**src/rtl/multicycle_ctrl_seq.sv**
```systemverilog
// multicycle_ctrl_seq
//   Multi-cycle control and PC sequencer for an RV64I subset
//   (add, sub, and, or, ld, sd, beq). Owns the architectural PC and a
//   retired-instruction counter. It steps FETCH -> DECODE -> EX [-> MEM] [-> WB]
//   and drives the datapath control lines as registered Moore outputs.
//
// Ports
//   clk       in   rising-edge clock
//   reset     in   synchronous active-high reset, overrides everything
//   run       in   permits a new fetch; sampled only in FETCH
//   instr     in   instruction word at pc, latched into IR in FETCH
//   pc_next   in   datapath next-PC, sampled on an instruction's final cycle
//   pc        out  architectural PC
//   RegWrite, ALUSrc, ALUop, MemWrite, MemRead, MemtoReg  out  datapath controls
//   halted    out  high while in HALT
//   err_code  out  halt cause: 00 none, 01 illegal instruction, 10 misaligned pc_next
//   retired   out  completed-instruction count, wraps modulo 2^CNT_W
module multicycle_ctrl_seq #(
  parameter logic [63:0] RESET_PC = 64'd0,
  parameter int          CNT_W    = 32
) (
  input  logic             clk,
  input  logic             reset,
  input  logic             run,
  input  logic [31:0]      instr,
  input  logic [63:0]      pc_next,
  output logic [63:0]      pc,
  output logic             RegWrite,
  output logic             ALUSrc,
  output logic [3:0]       ALUop,
  output logic             MemWrite,
  output logic             MemRead,
  output logic             MemtoReg,
  output logic             halted,
  output logic [1:0]       err_code,
  output logic [CNT_W-1:0] retired
);

  typedef enum logic [2:0] {
    S_FETCH  = 3'd0,
    S_DECODE = 3'd1,
    S_EX     = 3'd2,
    S_MEM    = 3'd3,
    S_WB     = 3'd4,
    S_HALT   = 3'd5
  } state_t;

  typedef enum logic [2:0] {
    C_ADD = 3'd0,
    C_SUB = 3'd1,
    C_AND = 3'd2,
    C_OR  = 3'd3,
    C_LD  = 3'd4,
    C_SD  = 3'd5,
    C_BEQ = 3'd6,
    C_ILL = 3'd7
  } cls_t;

  // Classify an instruction word from opcode, funct3 and funct7.
  function automatic cls_t classify(input logic [31:0] ir);
    cls_t c;
    c = C_ILL;
    case (ir[6:0])
      7'b0110011: begin
        case ({ir[31:25], ir[14:12]})
          10'b0000000_000: c = C_ADD;
          10'b0100000_000: c = C_SUB;
          10'b0000000_111: c = C_AND;
          10'b0000000_110: c = C_OR;
          default:         c = C_ILL;
        endcase
      end
      7'b0000011: c = (ir[14:12] == 3'b011) ? C_LD  : C_ILL;
      7'b0100011: c = (ir[14:12] == 3'b011) ? C_SD  : C_ILL;
      7'b1100011: c = (ir[14:12] == 3'b000) ? C_BEQ : C_ILL;
      default:    c = C_ILL;
    endcase
    return c;
  endfunction

  state_t           state_q, state_d;
  logic [31:0]      ir_q, ir_d;
  logic [63:0]      pc_q, pc_d;
  logic [CNT_W-1:0] retired_q, retired_d;
  logic [1:0]       err_q, err_d;
  logic             halted_q, halted_d;
  logic             reg_write_q, reg_write_d;
  logic             alu_src_q, alu_src_d;
  logic [3:0]       alu_op_q, alu_op_d;
  logic             mem_write_q, mem_write_d;
  logic             mem_read_q, mem_read_d;
  logic             mem_to_reg_q, mem_to_reg_d;
  logic             final_s;
  cls_t             cls_s;
  logic             ir_unused_s;

  // Register fields (rd/rs/imm) are the datapath's business, not the sequencer's.
  assign ir_unused_s = ^{ir_q[24:15], ir_q[11:7]};

  // IR is stable from DECODE to the end of the instruction, so the class
  // can be derived from it directly instead of being latched separately.
  assign cls_s = classify(ir_q);

  // Next-state, IR, PC, retire counter and halt cause.
  always_comb begin
    state_d   = state_q;
    ir_d      = ir_q;
    pc_d      = pc_q;
    retired_d = retired_q;
    err_d     = err_q;
    final_s   = 1'b0;
    case (state_q)
      S_FETCH: begin
        if (run) begin
          ir_d    = instr;
          state_d = S_DECODE;
        end else begin
          state_d = S_FETCH;
        end
      end
      S_DECODE: begin
        if (cls_s == C_ILL) begin
          state_d = S_HALT;
          err_d   = 2'b01;
        end else begin
          state_d = S_EX;
        end
      end
      S_EX: begin
        case (cls_s)
          C_BEQ:                      final_s = 1'b1;
          C_LD, C_SD:                 state_d = S_MEM;
          C_ADD, C_SUB, C_AND, C_OR:  state_d = S_WB;
          default: begin
            state_d = S_HALT;
            err_d   = 2'b01;
          end
        endcase
      end
      S_MEM: begin
        if (cls_s == C_LD) begin
          state_d = S_WB;
        end else begin
          final_s = 1'b1;
        end
      end
      S_WB:    final_s = 1'b1;
      S_HALT:  state_d = S_HALT;
      default: state_d = S_HALT;
    endcase

    // Retirement: a misaligned target halts without touching pc or the count.
    if (final_s) begin
      if (pc_next[1:0] == 2'b00) begin
        pc_d      = pc_next;
        retired_d = retired_q + {{(CNT_W-1){1'b0}}, 1'b1};
        state_d   = S_FETCH;
      end else begin
        state_d = S_HALT;
        err_d   = 2'b10;
      end
    end else begin
      final_s = 1'b0;
    end
  end

  // Controls are decoded from the state being entered so the registered
  // outputs line up with the cycle spent in that state.
  always_comb begin
    reg_write_d  = 1'b0;
    alu_src_d    = 1'b0;
    alu_op_d     = 4'b0000;
    mem_write_d  = 1'b0;
    mem_read_d   = 1'b0;
    mem_to_reg_d = 1'b0;
    halted_d     = (state_d == S_HALT);
    if (state_d == S_EX || state_d == S_MEM || state_d == S_WB) begin
      alu_src_d = (cls_s == C_LD) || (cls_s == C_SD);
      case (cls_s)
        C_ADD, C_LD, C_SD: alu_op_d = 4'b0010;
        C_SUB, C_BEQ:      alu_op_d = 4'b0110;
        C_AND:             alu_op_d = 4'b0000;
        C_OR:              alu_op_d = 4'b0001;
        default:           alu_op_d = 4'b0000;
      endcase
    end else begin
      alu_src_d = 1'b0;
    end
    case (state_d)
      S_MEM: begin
        mem_read_d  = (cls_s == C_LD);
        mem_write_d = (cls_s == C_SD);
      end
      S_WB: begin
        reg_write_d  = 1'b1;
        mem_to_reg_d = (cls_s == C_LD);
      end
      default: begin
        reg_write_d = 1'b0;
      end
    endcase
  end

  // State and output registers with synchronous reset.
  always_ff @(posedge clk) begin
    if (reset) begin
      state_q      <= S_FETCH;
      ir_q         <= 32'd0;
      pc_q         <= RESET_PC;
      retired_q    <= '0;
      err_q        <= 2'b00;
      halted_q     <= 1'b0;
      reg_write_q  <= 1'b0;
      alu_src_q    <= 1'b0;
      alu_op_q     <= 4'b0000;
      mem_write_q  <= 1'b0;
      mem_read_q   <= 1'b0;
      mem_to_reg_q <= 1'b0;
    end else begin
      state_q      <= state_d;
      ir_q         <= ir_d;
      pc_q         <= pc_d;
      retired_q    <= retired_d;
      err_q        <= err_d;
      halted_q     <= halted_d;
      reg_write_q  <= reg_write_d;
      alu_src_q    <= alu_src_d;
      alu_op_q     <= alu_op_d;
      mem_write_q  <= mem_write_d;
      mem_read_q   <= mem_read_d;
      mem_to_reg_q <= mem_to_reg_d;
    end
  end

  assign pc       = pc_q;
  assign retired  = retired_q;
  assign err_code = err_q;
  assign halted   = halted_q;
  assign RegWrite = reg_write_q;
  assign ALUSrc   = alu_src_q;
  assign ALUop    = alu_op_q;
  assign MemWrite = mem_write_q;
  assign MemRead  = mem_read_q;
  assign MemtoReg = mem_to_reg_q;

endmodule

```
**config.mk**
```make
export PLATFORM = sky130hd
export DESIGN_NAME = multicycle_ctrl_seq
export DESIGN_NICKNAME = d
export VERILOG_FILES = /design/src/rtl/multicycle_ctrl_seq.sv
export SDC_FILE = /design/constraint.sdc
export NUM_CORES = 1
export LEC_CHECK = 0
export BUFFER_PORTS_ARGS = -buffer_cell sky130_fd_sc_hd__buf_4
export CORE_MARGIN = 10
export CORE_UTILIZATION = 52
export DETAILED_ROUTE_END_ITERATION = 7
export GPL_ROUTABILITY_DRIVEN = 0
export PLACE_DENSITY = 0.95
export SLEW_MARGIN = 25
export SYNTH_ARGS = -nofsm -noshare
export SYNTH_HDL_FRONTEND = slang
export SYNTH_SLANG_ARGS = --single-unit
```
**constraint.sdc**
```tcl
create_clock -name clk -period 3.7 [get_ports clk]
set_clock_uncertainty 0.05 [all_clocks]
set_input_delay 0.555 -clock clk [delete_from_list [all_inputs] [get_ports clk]]
set_output_delay 0.555 -clock clk [all_outputs]
set_load 0.005 [all_outputs]
```
==> impl_metrics.toml, run 1 <==
[outcome]
status = "completed"

[pwr]
pwr-share-comb_pct = 8.7
clkPwrFrac_pct = 49.8
intPower_w = 0.002716
p_per_area_nw_per_um2 = 477.8
ir_drop_mv = 0.2952
power.total_w = 0.003502
seqPwrFrac_pct = 41.6
p_leak_nw = 2.847
p_switching_w = 0.0007866
switching_share_pct = 22.46

[cells_and_area]
diodes = 0
nets = 918
finalInstanceArea_sq_um = 7331
num-fill-cells = 695
areaGrowthSynthToFinish_pct = 38.81
layout-drive-gt1-share_pct = 28.31
final_cell_mix = "buf_4 (195), nand2_1 (171), dfxtp_1 (127)"
mostFrequentLayoutCell = "buf_4"

[critical_path]
critPathLaunchType = "register"
slowest_stage = "o211a_4"
critical-path-max-stage-delay_ns = 0.69
rrSetupSlack_ns = 0.31
cp_cell_sequence = "nor4b_1 -> nand4_1 -> a21oi_2 -> o211a_4 -> buf_4 -> nand2_1 -> a21oi_1"
crit_path_max_fanout = 70
end_kind = "register"
critPathRequiredTime_ns = 4.08
crit_family = "compound AO/OA/AOI/OAI gates"
path_buf_inv = 1
crit_arrival_ns = 3.77
criticalPathCategory = "register to register"

[detailed_routing]
drt_first_pass_iters = 6
drt-total-wl_mm = 16.77
viasPerCell = 5.714
wl_per_cell_um = 17.41
drt_iter0_markers = 539
ant_nets = 0
drc_errors = 0
vias = 5503

[clock_network]
cts_root_buf = "clkbuf_8"
cts_made_buffers = 17
path_clk_slew_ns = 0.06
clockBufferDepth = 2
holdBufCountCts = 0
cts_tree = "yes"
post-cts-setup-buffers = 0
cts.sinks = 127
insertion_delay_ns = 0.51
cts_max_level = 4
ctsResizeCount = 0

[logic_synthesis]
synthFlopType = "dfxtp_1"
synth_edf_count = 0
synth_fp_nets = 751
postSynthCellCount = 651
ys_seq_area_share_pct = 48.14
synth_area_sq_um = 5281
yosysWarnings = 0
synthDistinctLibCells = 53
ys_ff_latch = 127
async_flop_share_pct = 0
avgSynthCellArea_sq_um = 8.113

[die]
dieArea_sq_um = 14590
pin_count = 207
die_h_um = 120.8
initial_core_util_pct = 53.78
core_area_sq_um = 9819
die_x_um = 120.8
fp-row-count = 36

[grt]
grt_pass1_vias = 5274
grt_overflow = 0
grt_max_degree = 71
antenna_found_initial = 0
grt_pass1_wl_mm = 26.35
grt_use_total_pct = 22.08

[placed_design]
numPortBuffers = 190
post-place-ws_ns = 0.5106
placed_area_sq_um = 6703
hpwl_mm = 11.88

[sta]
holdWs_ns = 0.2343
worstMarginPinSlew_ns = 0.7374
finalHoldViolations = 0
rsz0062_at_grt = "no"
report.final.setup_viol = 0
finalWorstSetupSlack_ns = 0.3099
fmax_mhz = 295.0
relSlewSlack_pct = 50.78
fin_crit_sh_pct = 91.62
period_needed_ns = 3.390
finalMaxSlewViolations = 0
fin_tns_setup_ns = 0

[run]
drv_cap = 0

[hold_path]
holdCritPathClass = "primary input to register"
## state kept, by name, indices dropped and copies added (netlist names)
name	count
retired	32
RegWrite	1
ir_q	17
MemWrite	1
err_code	2
MemtoReg	1
ALUSrc	1
pc	64
ALUop	3
MemRead	1
halted	1
state_q	3
## synth_stat cells, types with 2 or more instances
cell / number / area share, %
or3_1: 6 / 0.71
and2_1: 3 / 0.36
nor3_1: 5 / 0.47
a31oi_1: 2 / 0.24
nor4_1: 7 / 0.83
buf_2: 10 / 0.95
nor2_1: 15 / 1.1
o31ai_1: 25 / 3.6
o21ai_0: 7 / 0.66
a2111oi_0: 3 / 0.50
or4_1: 24 / 3.4
and4_1: 4 / 0.66
nand4_1: 15 / 1.8
o211ai_1: 3 / 0.43
nor4bb_1: 4 / 0.76
a211oi_1: 2 / 0.28
and3_1: 5 / 0.59
dfxtp_1: 127 / 48
clkbuf_1: 32 / 2.3
nor2b_1: 5 / 0.59
buf_6: 3 / 0.64
inv_1: 7 / 0.50
a21oi_1: 112 / 11
nand3_1: 19 / 1.8
o211a_4: 2 / 0.66
nor3b_1: 3 / 0.43
nand2_1: 171 / 12
nor4b_1: 3 / 0.50
nand2b_1: 2 / 0.24
or2_2: 2 / 0.24
## power by group through the flow
stage          clock (W)  sequential, W  combinational (W)
4_1_cts          0.00176        0.00145           0.000302
3_5_place_dp           0        0.00148           0.000299
6_report         0.00174        0.00146           0.000303
2_1_floorplan          0        0.00147           0.000166
3_3_place_gp           0        0.00148           0.000284
5_1_grt          0.00183        0.00146           0.000333
## per-layer routing
layer,GRT usage [%],share of wire [%],up-vias
li1,-,-,2647
met4,11.92,3.6,0
met5,0,0,-
met1,23.90,37,2562
met2,36.80,51,246
met3,8.236,8.2,48
## final timing paths
kind                  to  depth (start not counted)        start
setup / recovery  pc[24]                          7      ir_q[6]
setup reg to reg  pc[24]                          7      ir_q[6]
hold reg to reg    pc[5]                          2        pc[5]
hold / removal    pc[43]                          3  pc_next[43]
## tightest hold or removal path, cell delays in order
cell	delay (ns)
buf_4	0.11
nand2_1	0.04
a21oi_1	0.05
## final cells by class
| cell class | instances | area (sq um) | area share (%) |
|---|---|---|---|
| sequential | 127 | 2542 | 34.68 |
| tap | 133 | 166.4 | 2.270 |
| multi-input combinational | 470 | 2504 | 34.15 |
| timing repair buffer | 195 | 1464 | 19.97 |
| inverter | 7 | 26.28 | 0.3584 |
| clock buffer | 21 | 469.2 | 6.400 |
| clock inverter | 10 | 158.9 | 2.168 |
## logic make-up (layout without fill, tap and decap cells)
logic type / after synthesis / after routing / synth area share [%]
buf+inv: 54 / 233 / 4.573
flops: 127 / 127 / 48.14
other cells: 1 / 1 / 0.07101
mux: 2 / 2 / 0.4264
compound gates: 165 / 165 / 18.41
simple gates: 300 / 300 / 27.98
xor+xnor: 1 / 1 / 0.1659
fa+ha+maj: 1 / 1 / 0.2369
## per-stage QoR
step                      utilization (%)  std cells
after global routing                74.66        963
final                               74.66        963
after floorplan                         -        651
after CTS                           74.66        963
after detailed placement            68.26        932
after global placement              68.26        932
Power figures use the tool's default switching activity.
==> run 2, diff against run 1 <==
--- a/config.mk
+++ b/config.mk
@@ -6,12 +6,11 @@
 export NUM_CORES = 1
 export LEC_CHECK = 0
 export BUFFER_PORTS_ARGS = -buffer_cell sky130_fd_sc_hd__buf_4
-export CORE_MARGIN = 10
-export CORE_UTILIZATION = 52
+export CORE_MARGIN = 5
+export CORE_UTILIZATION = 49
 export DETAILED_ROUTE_END_ITERATION = 7
 export GPL_ROUTABILITY_DRIVEN = 0
-export PLACE_DENSITY = 0.95
-export SLEW_MARGIN = 25
+export PLACE_DENSITY = 0.9
 export SYNTH_ARGS = -nofsm -noshare
 export SYNTH_HDL_FRONTEND = slang
 export SYNTH_SLANG_ARGS = --single-unit
==> constraint.sdc (replaced) <==
create_clock -name clk -period 3.8 [get_ports clk]
set_clock_uncertainty 0.05 [all_clocks]
set_input_delay 0.57 -clock clk [delete_from_list [all_inputs] [get_ports clk]]
set_output_delay 0.57 -clock clk [all_outputs]
set_load 0.005 [all_outputs]
==> impl_metrics.toml, run 2 (synthesized netlist as in run 1, its figures left out) <==
[sta]
relSlewSlack_pct = 52.22
finalHoldViolations = 0
fin_crit_sh_pct = 81.17
fin_tns_setup_ns = 0
fmax_mhz = 324.2
worstMarginPinSlew_ns = 0.7160
report.final.setup_viol = 0
period_needed_ns = 3.084
finalMaxSlewViolations = 0
rsz0062_at_grt = "no"

[critical_path]
critPathRequiredTime_ns = 4.19
critPathLaunch = "ir_q[6]"
end_kind = "register"
critical-path-max-stage-delay_ns = 0.63
crit_arrival_ns = 3.47
crit_family = "compound AO/OA/AOI/OAI gates"
timing.rr.start = "ir_q[6]"
critPathLaunchType = "register"
slowest_stage = "nor4b_1"
criticalPathCategory = "register to register"
path_buf_inv = 1
ff2ff_path_depth = 7
crit_path_max_fanout = 63
cp_cell_sequence = "nor4b_1 -> nand4_1 -> a21oi_2 -> o211a_4 -> buf_4 -> nand2_1 -> a21oi_1"
rrSetupSlack_ns = 0.72
r2r-end = "pc[48]"

[pwr]
p_leak_nw = 2.819
ir_drop_mv = 0.2840
p_per_area_nw_per_um2 = 446.7

[clock_network]
post-cts-setup-buffers = 0
cts.sinks = 127
holdBufCountCts = 0
cts_tree = "yes"
path_clk_slew_ns = 0.06
cts_max_level = 4
ctsResizeCount = 0
cts_made_buffers = 17
insertion_delay_ns = 0.51
cts_root_buf = "clkbuf_8"
clockBufferDepth = 2

[outcome]
status = "completed"

[hold_path]
hp-start = "pc_next[50]"
hold_end = "pc[50]"
hold_path_depth = 3
holdCritPathClass = "primary input to register"

[die]
pin_count = 207
initial_core_util_pct = 49.37
core_area_sq_um = 10700
die_h_um = 113.8
fp-row-count = 38
die_x_um = 113.8
dieArea_sq_um = 12960

[grt]
grt_max_degree = 65
grt_use_total_pct = 22.27
grt_overflow = 0
grt_pass1_wl_mm = 23.42
antenna_found_initial = 0
grt_pass1_vias = 4929

[cells_and_area]
nets = 920
final_cell_mix = "buf_4 (197), nand2_1 (171), dfxtp_1 (127)"
layout-drive-gt1-share_pct = 28.37
areaGrowthSynthToFinish_pct = 38.19
finalInstanceArea_sq_um = 7298
diodes = 0
mostFrequentLayoutCell = "buf_4"
final_cells = 972
largest_reg_flops = 64

[detailed_routing]
viasPerCell = 5.424
vias = 5272
drt_iter0_markers = 440
drc_errors = 0
wl_per_cell_um = 15.30
drt-total-wl_mm = 14.87
ant_nets = 0
drt_first_pass_iters = 4

[placed_design]
hpwl_mm = 10.19
numPlacedInstances = 941
numPortBuffers = 190
placed_area_sq_um = 6726

[run]
drv_cap = 0
## run 2: cell types whose count changed in the layout (fill, tap and decap cells not counted)
cell,before,now
clkbuf_8,5,4
clkinv_4,1,0
buf_4,195,197
bufinv_16,4,2
clkbuf_1,0,1
clkinvlp_4,2,5
## run 2: cell type report
cell class	count	area, sq um
Multi-Input combinational cell	470	2504
Timing Repair Buffer	197	1479
Clock inverter	10	112.6
Inverter	7	26.28
Sequential cell	127	2542
Fill cell	885	3400
Clock buffer	21	459.2
Tap cell	140	175.2
## run 2: how the worst max path moves through the flow
stage                  endpoint  depth (start not counted)
finish                   pc[48]                          7
global route             pc[45]                          7
CTS                      pc[48]                          7
detailed placement       pc[48]                          7
global placement    retired[20]                          7
floorplan           retired[29]                          6
## run 2: power by group
group / internal, W / switching [W]
Sequential: 0.00138 / 0.0000408
Combinational: 0.000141 / 0.000149
Clock: 0.000977 / 0.000577
## run 2: worst register-to-register path: stages, from the launching register on
cell and delay (ns):
dfxtp_1 0.39, nor4b_1 0.63, nand4_1 0.20, a21oi_2 0.38, o211a_4 0.62, buf_4 0.46, nand2_1 0.12, a21oi_1 0.16
## run 2: routing by layer
layer / track usage (%) / vias up / routed length (um)
li1: - / 2654 / -
met4: 9.026 / 0 / 283
met2: 36.44 / 171 / 7452
met5: 0 / - / 0
met1: 26.80 / 2425 / 5920
met3: 7.745 / 22 / 1213
## run 2: through the flow
stage | setup WS [ns] | hold slack, ns | util [%] | power, W
2_1_floorplan | 1.338 | 0.3863 | - | 0.001591
3_3_place_gp | 0.9515 | 0.3920 | 62.88 | 0.001723
3_5_place_dp | 0.8770 | 0.3966 | 62.88 | 0.001733
4_1_cts | 0.7756 | 0.2289 | 68.22 | 0.003290
5_1_grt | 0.4713 | 0.2304 | 68.22 | 0.003401
6_report | 0.7157 | 0.2523 | 68.22 | 0.003260
